<file path="src/rtl/uart_pkg.sv">
// Shared UART definitions: receiver/transmitter state names, line idle level, baud divider helper.
// Pure declarations, no timing or flow control of its own.
package uart_pkg;

  typedef enum logic [2:0] {
    ST_IDLE,
    ST_START,
    ST_DATA,
    ST_STOP,
    ST_BREAK_WAIT
  } uart_state_e;

  localparam logic IDLE_LEVEL = 1'b1;

  function automatic int bitTicks(input int clockFrequency, input int baudRate);
    return clockFrequency / baudRate;
  endfunction

endpackage

</file>
<file path="src/rtl/uart_bit_timer.sv">
// Baud down-counter: load half or full bit period, tick_o high while the count sits at zero.
// A load takes effect on the next edge; tick_o follows combinationally; no backpressure.
module uart_bit_timer #(
  parameter int BitTicks = 2500
) (
  input  logic clock_i,
  input  logic reset_i,
  input  logic loadHalf_i,
  input  logic loadFull_i,
  output logic tick_o
);

  localparam int HalfTicks = BitTicks / 2;
  localparam int CntW      = $clog2(BitTicks);

  logic [CntW-1:0] cnt_q;

  // Loading N-1 makes the owner act exactly N edges after the load.
  always_ff @(posedge clock_i) begin
    if (reset_i) begin
      cnt_q <= '0;
    end else if (loadFull_i) begin
      cnt_q <= CntW'(BitTicks - 1);
    end else if (loadHalf_i) begin
      cnt_q <= CntW'(HalfTicks - 1);
    end else if (cnt_q != '0) begin
      cnt_q <= cnt_q - CntW'(1);
    end
  end

  assign tick_o = (cnt_q == '0);

endmodule

</file>
<file path="src/rtl/uart_rx.sv">
// 8N1-style UART receiver: mid-bit sampling, LSB first, dataValid ~2+Half+(N+1)*Bit cycles after start edge.
// No backpressure or buffering: dataBits holds until the next good frame, consumer must take it on dataValid.
module uart_rx
  import uart_pkg::*;
#(
  parameter int ClockFrequency = 24_000_000,
  parameter int BaudRate       = 9600,
  parameter int NrOfDataBits   = 8
) (
  input  logic                    clock,
  input  logic                    reset,
  input  logic                    rx,
  output logic [NrOfDataBits-1:0] dataBits,
  output logic                    dataValid,
  output logic                    framingError,
  output logic                    busy
);

  localparam int BitTicks = bitTicks(ClockFrequency, BaudRate);
  localparam int IdxW     = (NrOfDataBits > 1) ? $clog2(NrOfDataBits) : 1;
  localparam logic [IdxW-1:0] LastIdx = IdxW'(NrOfDataBits - 1);

  if (BitTicks < 4) begin : g_bad_baud
    $error("uart_rx: ClockFrequency/BaudRate must be at least 4");
  end
  if (NrOfDataBits < 1 || NrOfDataBits > 16) begin : g_bad_width
    $error("uart_rx: NrOfDataBits must be 1..16");
  end

  uart_state_e             state_q;
  logic                    rxMeta_q, rxSync_q;
  logic [NrOfDataBits-1:0] shift_q, shift_d;
  logic [IdxW-1:0]         bitIdx_q;
  logic [NrOfDataBits-1:0] dataBits_q;
  logic                    dataValid_q, framingError_q, busy_q;
  logic                    tick, loadHalf, loadFull;

  always_ff @(posedge clock) begin
    if (reset) begin
      rxMeta_q <= IDLE_LEVEL;
      rxSync_q <= IDLE_LEVEL;
    end else begin
      rxMeta_q <= rx;
      rxSync_q <= rxMeta_q;
    end
  end

  // New bit enters at the MSB so the first bit on the line ends up in bit 0.
  always_comb begin
    shift_d  = (shift_q >> 1) | (NrOfDataBits'(rxSync_q) << (NrOfDataBits - 1));
    loadHalf = (state_q == ST_IDLE) && (rxSync_q != IDLE_LEVEL);
    loadFull = tick && (((state_q == ST_START) && (rxSync_q != IDLE_LEVEL)) ||
                        (state_q == ST_DATA));
  end

  uart_bit_timer #(.BitTicks(BitTicks)) u_timer (
    .clock_i    (clock),
    .reset_i    (reset),
    .loadHalf_i (loadHalf),
    .loadFull_i (loadFull),
    .tick_o     (tick)
  );

  always_ff @(posedge clock) begin
    if (reset) begin
      state_q        <= ST_IDLE;
      shift_q        <= '0;
      bitIdx_q       <= '0;
      dataBits_q     <= '0;
      dataValid_q    <= 1'b0;
      framingError_q <= 1'b0;
      busy_q         <= 1'b0;
    end else begin
      dataValid_q    <= 1'b0;
      framingError_q <= 1'b0;
      unique case (state_q)
        ST_IDLE: begin
          if (rxSync_q != IDLE_LEVEL) begin
            state_q <= ST_START;
            busy_q  <= 1'b1;
          end
        end
        ST_START: begin
          if (tick) begin
            if (rxSync_q != IDLE_LEVEL) begin
              state_q  <= ST_DATA;
              bitIdx_q <= '0;
            end else begin
              state_q <= ST_IDLE;
              busy_q  <= 1'b0;
            end
          end
        end
        ST_DATA: begin
          if (tick) begin
            shift_q  <= shift_d;
            bitIdx_q <= bitIdx_q + IdxW'(1);
            if (bitIdx_q == LastIdx) begin
              state_q <= ST_STOP;
            end
          end
        end
        ST_STOP: begin
          if (tick) begin
            if (rxSync_q == IDLE_LEVEL) begin
              dataBits_q  <= shift_q;
              dataValid_q <= 1'b1;
              state_q     <= ST_IDLE;
              busy_q      <= 1'b0;
            end else begin
              framingError_q <= 1'b1;
              state_q        <= ST_BREAK_WAIT;
            end
          end
        end
        ST_BREAK_WAIT: begin
          if (rxSync_q == IDLE_LEVEL) begin
            state_q <= ST_IDLE;
            busy_q  <= 1'b0;
          end
        end
        default: begin
          state_q <= ST_IDLE;
          busy_q  <= 1'b0;
        end
      endcase
    end
  end

  assign dataBits     = dataBits_q;
  assign dataValid    = dataValid_q;
  assign framingError = framingError_q;
  assign busy         = busy_q;

endmodule

</file>
<file path="config.mk">
export PLATFORM = sky130hd
export DESIGN_NAME = uart_rx
export DESIGN_NICKNAME = d
export VERILOG_FILES = /design/src/rtl/uart_pkg.sv /design/src/rtl/uart_bit_timer.sv /design/src/rtl/uart_rx.sv
export SDC_FILE = /design/constraint.sdc
export NUM_CORES = 1
export LEC_CHECK = 0
export ABC_AREA = 1
export BUFFER_PORTS_ARGS = -buffer_cell sky130_fd_sc_hd__buf_4
export CORE_MARGIN = 3
export CORE_UTILIZATION = 53
export DETAILED_ROUTE_END_ITERATION = 10
export GPL_ROUTABILITY_DRIVEN = 1
export MAX_ROUTING_LAYER = met4
export PLACE_DENSITY = 0.71
export SYNTH_ARGS = -nofsm -noshare
export SYNTH_HDL_FRONTEND = slang
export SYNTH_SLANG_ARGS = --single-unit
</file>
<file path="constraint.sdc">
create_clock -name clock -period 2.7 [get_ports clock]
set_input_delay 0.54 -clock clock [delete_from_list [all_inputs] [get_ports clock]]
set_output_delay 0.54 -clock clock [all_outputs]
set_load 0.02 [all_outputs]
</file>
After elaboration in Yosys (flattened, before gate mapping):

Index checks and enable logic that the tools add are counted.
Widths: inputs -> output; s select.

* multiplexer cells: 22
* equal/unequal tests: 13
* bitwise operators: 5
* add/subtract/negate cells: 2
* reduce and logical (&&, ||, !) cells: 19

Operators with widths (count)
* $mux 12: 3
* $mux 3: 10
* $pmux 3 s5: 1
* $logic_not 12->1: 1
* $ne 2x2->1 const B: 6
* $reduce_bool 12->1: 1
* $sub 12x1->12 const B: 1
* $or 7x8->8: 1
* $eq 3x2->1 const B: 2
* $eq 3x3->1 const B: 2
* $pmux 3 s2: 1
* $reduce_and 3->1: 2
* $reduce_and 6->1: 1
* $reduce_or 3->1: 2
* $mux 1: 5
* $ne 2x1->1 const B: 2
* $not 1->1: 4
* $pmux 1 s4: 1
* $reduce_and 4->1: 1
* $reduce_bool 2->1: 2
* $reduce_or 2->1: 2
* $add 3x1->3 const B: 1
* $eq 3x1->1 const B: 1
* $logic_and 1x1->1: 3
* other kinds (5): 5

* flip-flop bits (word level): 39
* word-level logic and storage cells: 73
* output and inout bits: 11
* input bits: 3

Logic depth before layout (Yosys ltp):

* depth in word-level cells: 5
* mapped depth: 11

Cells and area by module:

From an unflattened synthesis, not the netlist that was laid out.

* cells, all modules: 256
* area, all modules: 1869.3 sq um

Modules (own cells, without submodules)
* uart_rx: instances 1, cells each 147, area an instance 1131.1 sq um
* uart_bit_timer: instances 1, cells each 109, area an instance 738.2 sq um

Worst setup path after synthesis:

Ideal clock, no wire load.

* kind: register to register
* from: register u_timer.cnt_q[0]
* to: register dataBits_q[1], in the netlist dataBits[1]
* library setup time: 113 ps
* period minus slack after synthesis: 1591 ps
* cell stages (with the launch flop): 11
* setup slack: 1109 ps
* arrival: 1477 ps
* cells stage by stage: dfxtp_1 > inv_1 > ha_1 > inv_1 > nor2_1 > nand3_4 > nor2_8 > nand3_4 > buf_6 > o21ai_1 > nor2_1

* cells in the longest elaborated chain, start to end: 2

Ends and longest elaborated chain
* start: declaration: RTL line uart_bit_timer.sv:16 `logic [CntW-1:0] cnt_q;`
* start signal: assignment: RTL line uart_bit_timer.sv:23 `cnt_q <= CntW'(BitTicks - 1);`
* start signal: assignment: RTL line uart_bit_timer.sv:25 `cnt_q <= CntW'(HalfTicks - 1);`
* start signal: assignment: RTL line uart_bit_timer.sv:27 `cnt_q <= cnt_q - CntW'(1);`
* $logic_not 12->1: RTL line uart_bit_timer.sv:31 `assign tick_o = (cnt_q == '0);`
* $reduce_and 3->1 (no source line)
* end signal: assignment: RTL line uart_rx.sv:106 `dataBits_q <= shift_q;`
* end: declaration: RTL line uart_rx.sv:34 `logic [NrOfDataBits-1:0] dataBits_q;`

Every way passes these cells.
A chain may end at the register's enable or synchronous reset.

Worst setup path after layout:

Same ends and word-level chain as after synthesis.

==> out/summary.log <==
[status] result of the run finished, final reports clean
[worst_setup_path] start-to-end type of the worst setup path reg2reg
[yosys] Syn Std Cell Area 0.00196 mm^2
[min_path] path category of the worst min-delay check reg2reg
[sta] final worst path period share 64.6%
[cts] number of buffers added by the clock tree synthesis step 5
[worst_setup_path] Startpoint Class flip-flop
[yosys] commonest register cell after synthesis sky130_fd_sc_hd__dfxtp_1
[worst_setup_path] beginning of the critical path u_timer.cnt_q[0]$_SDFFE_PP0P_
[worst_setup_path] cell family with the largest share of critical-path delay simple AND/OR/NAND/NOR gates
[cts] Skew-Pair Late Insertion Delay 290 ps
[place] routability cong. 0.957
[yosys] number of library cell types mapped by synthesis 28
[sta] post-layout minimum cycle time 1740 ps
[cts] H-tree Lvls 2
[worst_setup_path] beginning of the worst register-to-register path u_timer.cnt_q[0]$_SDFFE_PP0P_
[worst_setup_path] CP cell instances inv_1 -> ha_1 -> inv_1 -> nor2_1 -> nand3_4 -> nor2_8 -> nand3_4 -> o21ai_1 -> nor2_1
[layout] final core area utilization 63.6%
[yosys] number of storage elements in the synthesis netlist 39
[yosys] share of synthesized area occupied by flip-flops and latches 39.8%
[place] instance area at placement 0.00208 mm^2
[global_route] overall routing resource usage 20.3%
[sta] Final Hold Vio Count 0
[sta] setup TNS 0 ps
[pwr] largest voltage drop on the vdd net 0.000502 V
[yosys] post-synthesis cell count 282
[detailed_routing] drt via density 5.02
[pwr] power density normalized to cell area 1100 mW/mm^2
[cts] Clock Sink Count 39
[detailed_routing] initial drt markers 100
[floorplan] die width 66.8 um
[global_route] vias in the first global route 1513
[sta] unrepaired setup endpoints after global routing false
[yosys] post-synthesis cell type with the largest combined area sky130_fd_sc_hd__dfxtp_1
[flow_run] max-cap violations 0
[detailed_routing] DRC violations left 0
[worst_setup_path] destination of the worst register-to-register timing path dataBits[1]$_SDFFE_PP0P_
[worst_setup_path] logic depth of the worst setup path including buffers 9
[yosys] Post-synth EDFFs 0
[worst_setup_path] data arrival time of the critical path 1930 ps
[yosys] leading cell type by number of instances after synthesis sky130_fd_sc_hd__nor2_1
[sta] Pins Over Slew Limit 0
[yosys] net count of the mapped netlist 289
[floorplan] overall die height 66.8 um
[detailed_routing] antenna-violating nets left 0
[yosys] average instance area after synthesis 6.96 um^2
[worst_setup_path] stage delay of the slowest cell on the critical path 340 ps
[pwr] P_leak 1.05 nW
[global_route] number of antenna violations at the first check in global routing 0
[yosys] post-synth top area share 39.8%
[sta] Worst Tran Pin Value 641 ps
[yosys] YS warnings 0
[layout] Antenna Cells 0
[layout] final cell area excluding filler cells 0.00219 mm^2
[sta] setup clock skew after layout 10.9 ps
[detailed_routing] number of vias after detailed routing 1722
[worst_setup_path] nature of the critical path endpoint flip-flop
[layout] Final Net Count 303
[floorplan] area of the die 0.00447 mm^2
[worst_setup_path] required time of the critical path 2890 ps
[worst_setup_path] cell with the biggest individual delay on the critical path sky130_fd_sc_hd__dfxtp_1
[worst_setup_path] setup slack, reg-to-reg 960 ps
[place] count of input and output buffers 13
[cts] clock root buffer sky130_fd_sc_hd__clkbuf_8
[worst_setup_path] Critical Path Sink dataBits[1]$_SDFFE_PP0P_
[global_route] wire length of the first global-routing pass 6690 um
[floorplan] I/O pin cnt 14
[sta] Final Setup Violations 0
[layout] area delta synth->final 11.7%
[global_route] total grt overflow 0
[yosys] leading cell types by total area after synthesis sky130_fd_sc_hd__dfxtp_1 40%, sky130_fd_sc_hd__nor2_1 11%, sky130_fd_sc_hd__nand2_1 9.8%
[yosys] commonest cells in the synthesized netlist 60 x sky130_fd_sc_hd__nor2_1, 51 x sky130_fd_sc_hd__nand2_1, 41 x sky130_fd_sc_hd__inv_1, 39 x sky130_fd_sc_hd__dfxtp_1, 20 x sky130_fd_sc_hd__nand3_1
[cts] clk slew on worst S/H paths 80 ps
[place] estimated wirelength of the detail-placed design 2840 um
[sta] Highest Clock Rate 0.573 GHz
[global_route] largest net degree at the start of global routing 24
[detailed_routing] Avg WL per Cell 11.3 um
[detailed_routing] detailed-routing iteration count for the pre-antenna-repair pass 4
[yosys] async set-or-reset flop fraction in the synthesized netlist 0%
[cts] number of hold buffers added after CTS 0
[detailed_routing] aggregate routed wire length 3890 um
[worst_setup_path] FF-to-FF path depth 9
[floorplan] standard-cell row count 21
[cts] maximum buffer depth of the clock tree 2
[worst_setup_path] highest fanout seen on the critical path 16
[cts] total setup buffers inserted after CTS 0
[worst_setup_path] WP buf/inv 2
[cts] clock tree from TritonCTS built
[layout] filler cell count in the final layout 312
[layout] ratio of cells with drive above 1 in the final layout 13.1%
[floorplan] Floorplan Core Area 0.00344 mm^2
[cts] number of resized instances in the post-cts repair step 0
[floorplan] effective utilization at floorplan 57.0%
[sta] worst slew slack as a fraction of its limit 57.2%
cell type report:
class	count	area (um^2)	area share, %
Multi-Input combinational cell	195	985	44.9
Timing Repair Buffer	13	97.6	4.45
Clock inverter	3	43.8	2.00
Clock buffer	5	68.8	3.14
Tap cell	46	57.6	2.63
Sequential cell	39	781	35.6
Inverter	42	158	7.20
metal layers:
| metal | track usage, % | share of wire, % | up-vias |
|---|---|---|---|
| li1 | - | - | 907 |
| met1 | 27.2 | 49 | 760 |
| met2 | 30.3 | 43 | 51 |
| met3 | 4.22 | 6.3 | 4 |
| met4 | 7.36 | 1.2 | 0 |
| met5 | - | 0 | - |
worst min path at each step:
stage                              from                   to  slack, ps  cells past startpoint
floorplan           rxMeta_q$_SDFF_PP1_  rxSync_q$_SDFF_PP1_        390                      1
detailed placement  rxMeta_q$_SDFF_PP1_  rxSync_q$_SDFF_PP1_        400                      1
finish              rxMeta_q$_SDFF_PP1_  rxSync_q$_SDFF_PP1_        420                      1
global placement    rxMeta_q$_SDFF_PP1_  rxSync_q$_SDFF_PP1_        390                      1
global route                         rx  rxMeta_q$_SDFF_PP1_        420                      2
CTS                 rxMeta_q$_SDFF_PP1_  rxSync_q$_SDFF_PP1_        420                      1
through the flow:
stage | hold slack, ps | power (mW) | worst slack [ps] | instances
5_1_grt | 424 | 2.60 | 768 | 343
3_5_place_dp | 398 | 1.91 | 972 | 335
6_report | 417 | 2.40 | 955 | 343
4_1_cts | 420 | 2.40 | 950 | 343
3_3_place_gp | 392 | 1.92 | 996 | 335
2_1_floorplan | 389 | 1.70 | 1110 | 282
kinds of logic after synthesis:
group | count (synthesis) | synth area share [%]
AND/OR/NAND/NOR | 152 | 36.7
AO/OA/AOI/OAI | 36 | 9.63
buffers and inverters | 48 | 10.0
XOR/XNOR | 3 | 1.34
flip-flops | 39 | 39.8
adder cells (fa/ha/maj) | 4 | 2.55
placed cells by master (no fill, tap or decap), drive strengths merged, types with 2 or more instances in the layout:
| cell type | count |
|---|---|
| dfxtp | 39 |
| a21oi | 12 |
| o21ai | 22 |
| buf | 13 |
| nand4 | 3 |
| clkbuf | 5 |
| nor2 | 66 |
| o21bai | 2 |
| or2 | 2 |
| inv | 42 |
| clkinv | 2 |
| nand2 | 55 |
| ha | 4 |
| xor2 | 2 |
| nand3 | 23 |
sequential cells by signal, summed over array words and instances (netlist names):
signal         cells
bitIdx_q           3
busy               1
dataBits           8
dataValid          1
framingError       1
rxMeta_q           1
rxSync_q           1
shift_q            8
state_q            3
u_timer.cnt_q     12
power breakdown:
part           internal (mW)  switching, mW
clock network          0.275          0.205
logic                  0.391          0.738
registers              0.687          0.107
Power figures use the tool's default switching activity.
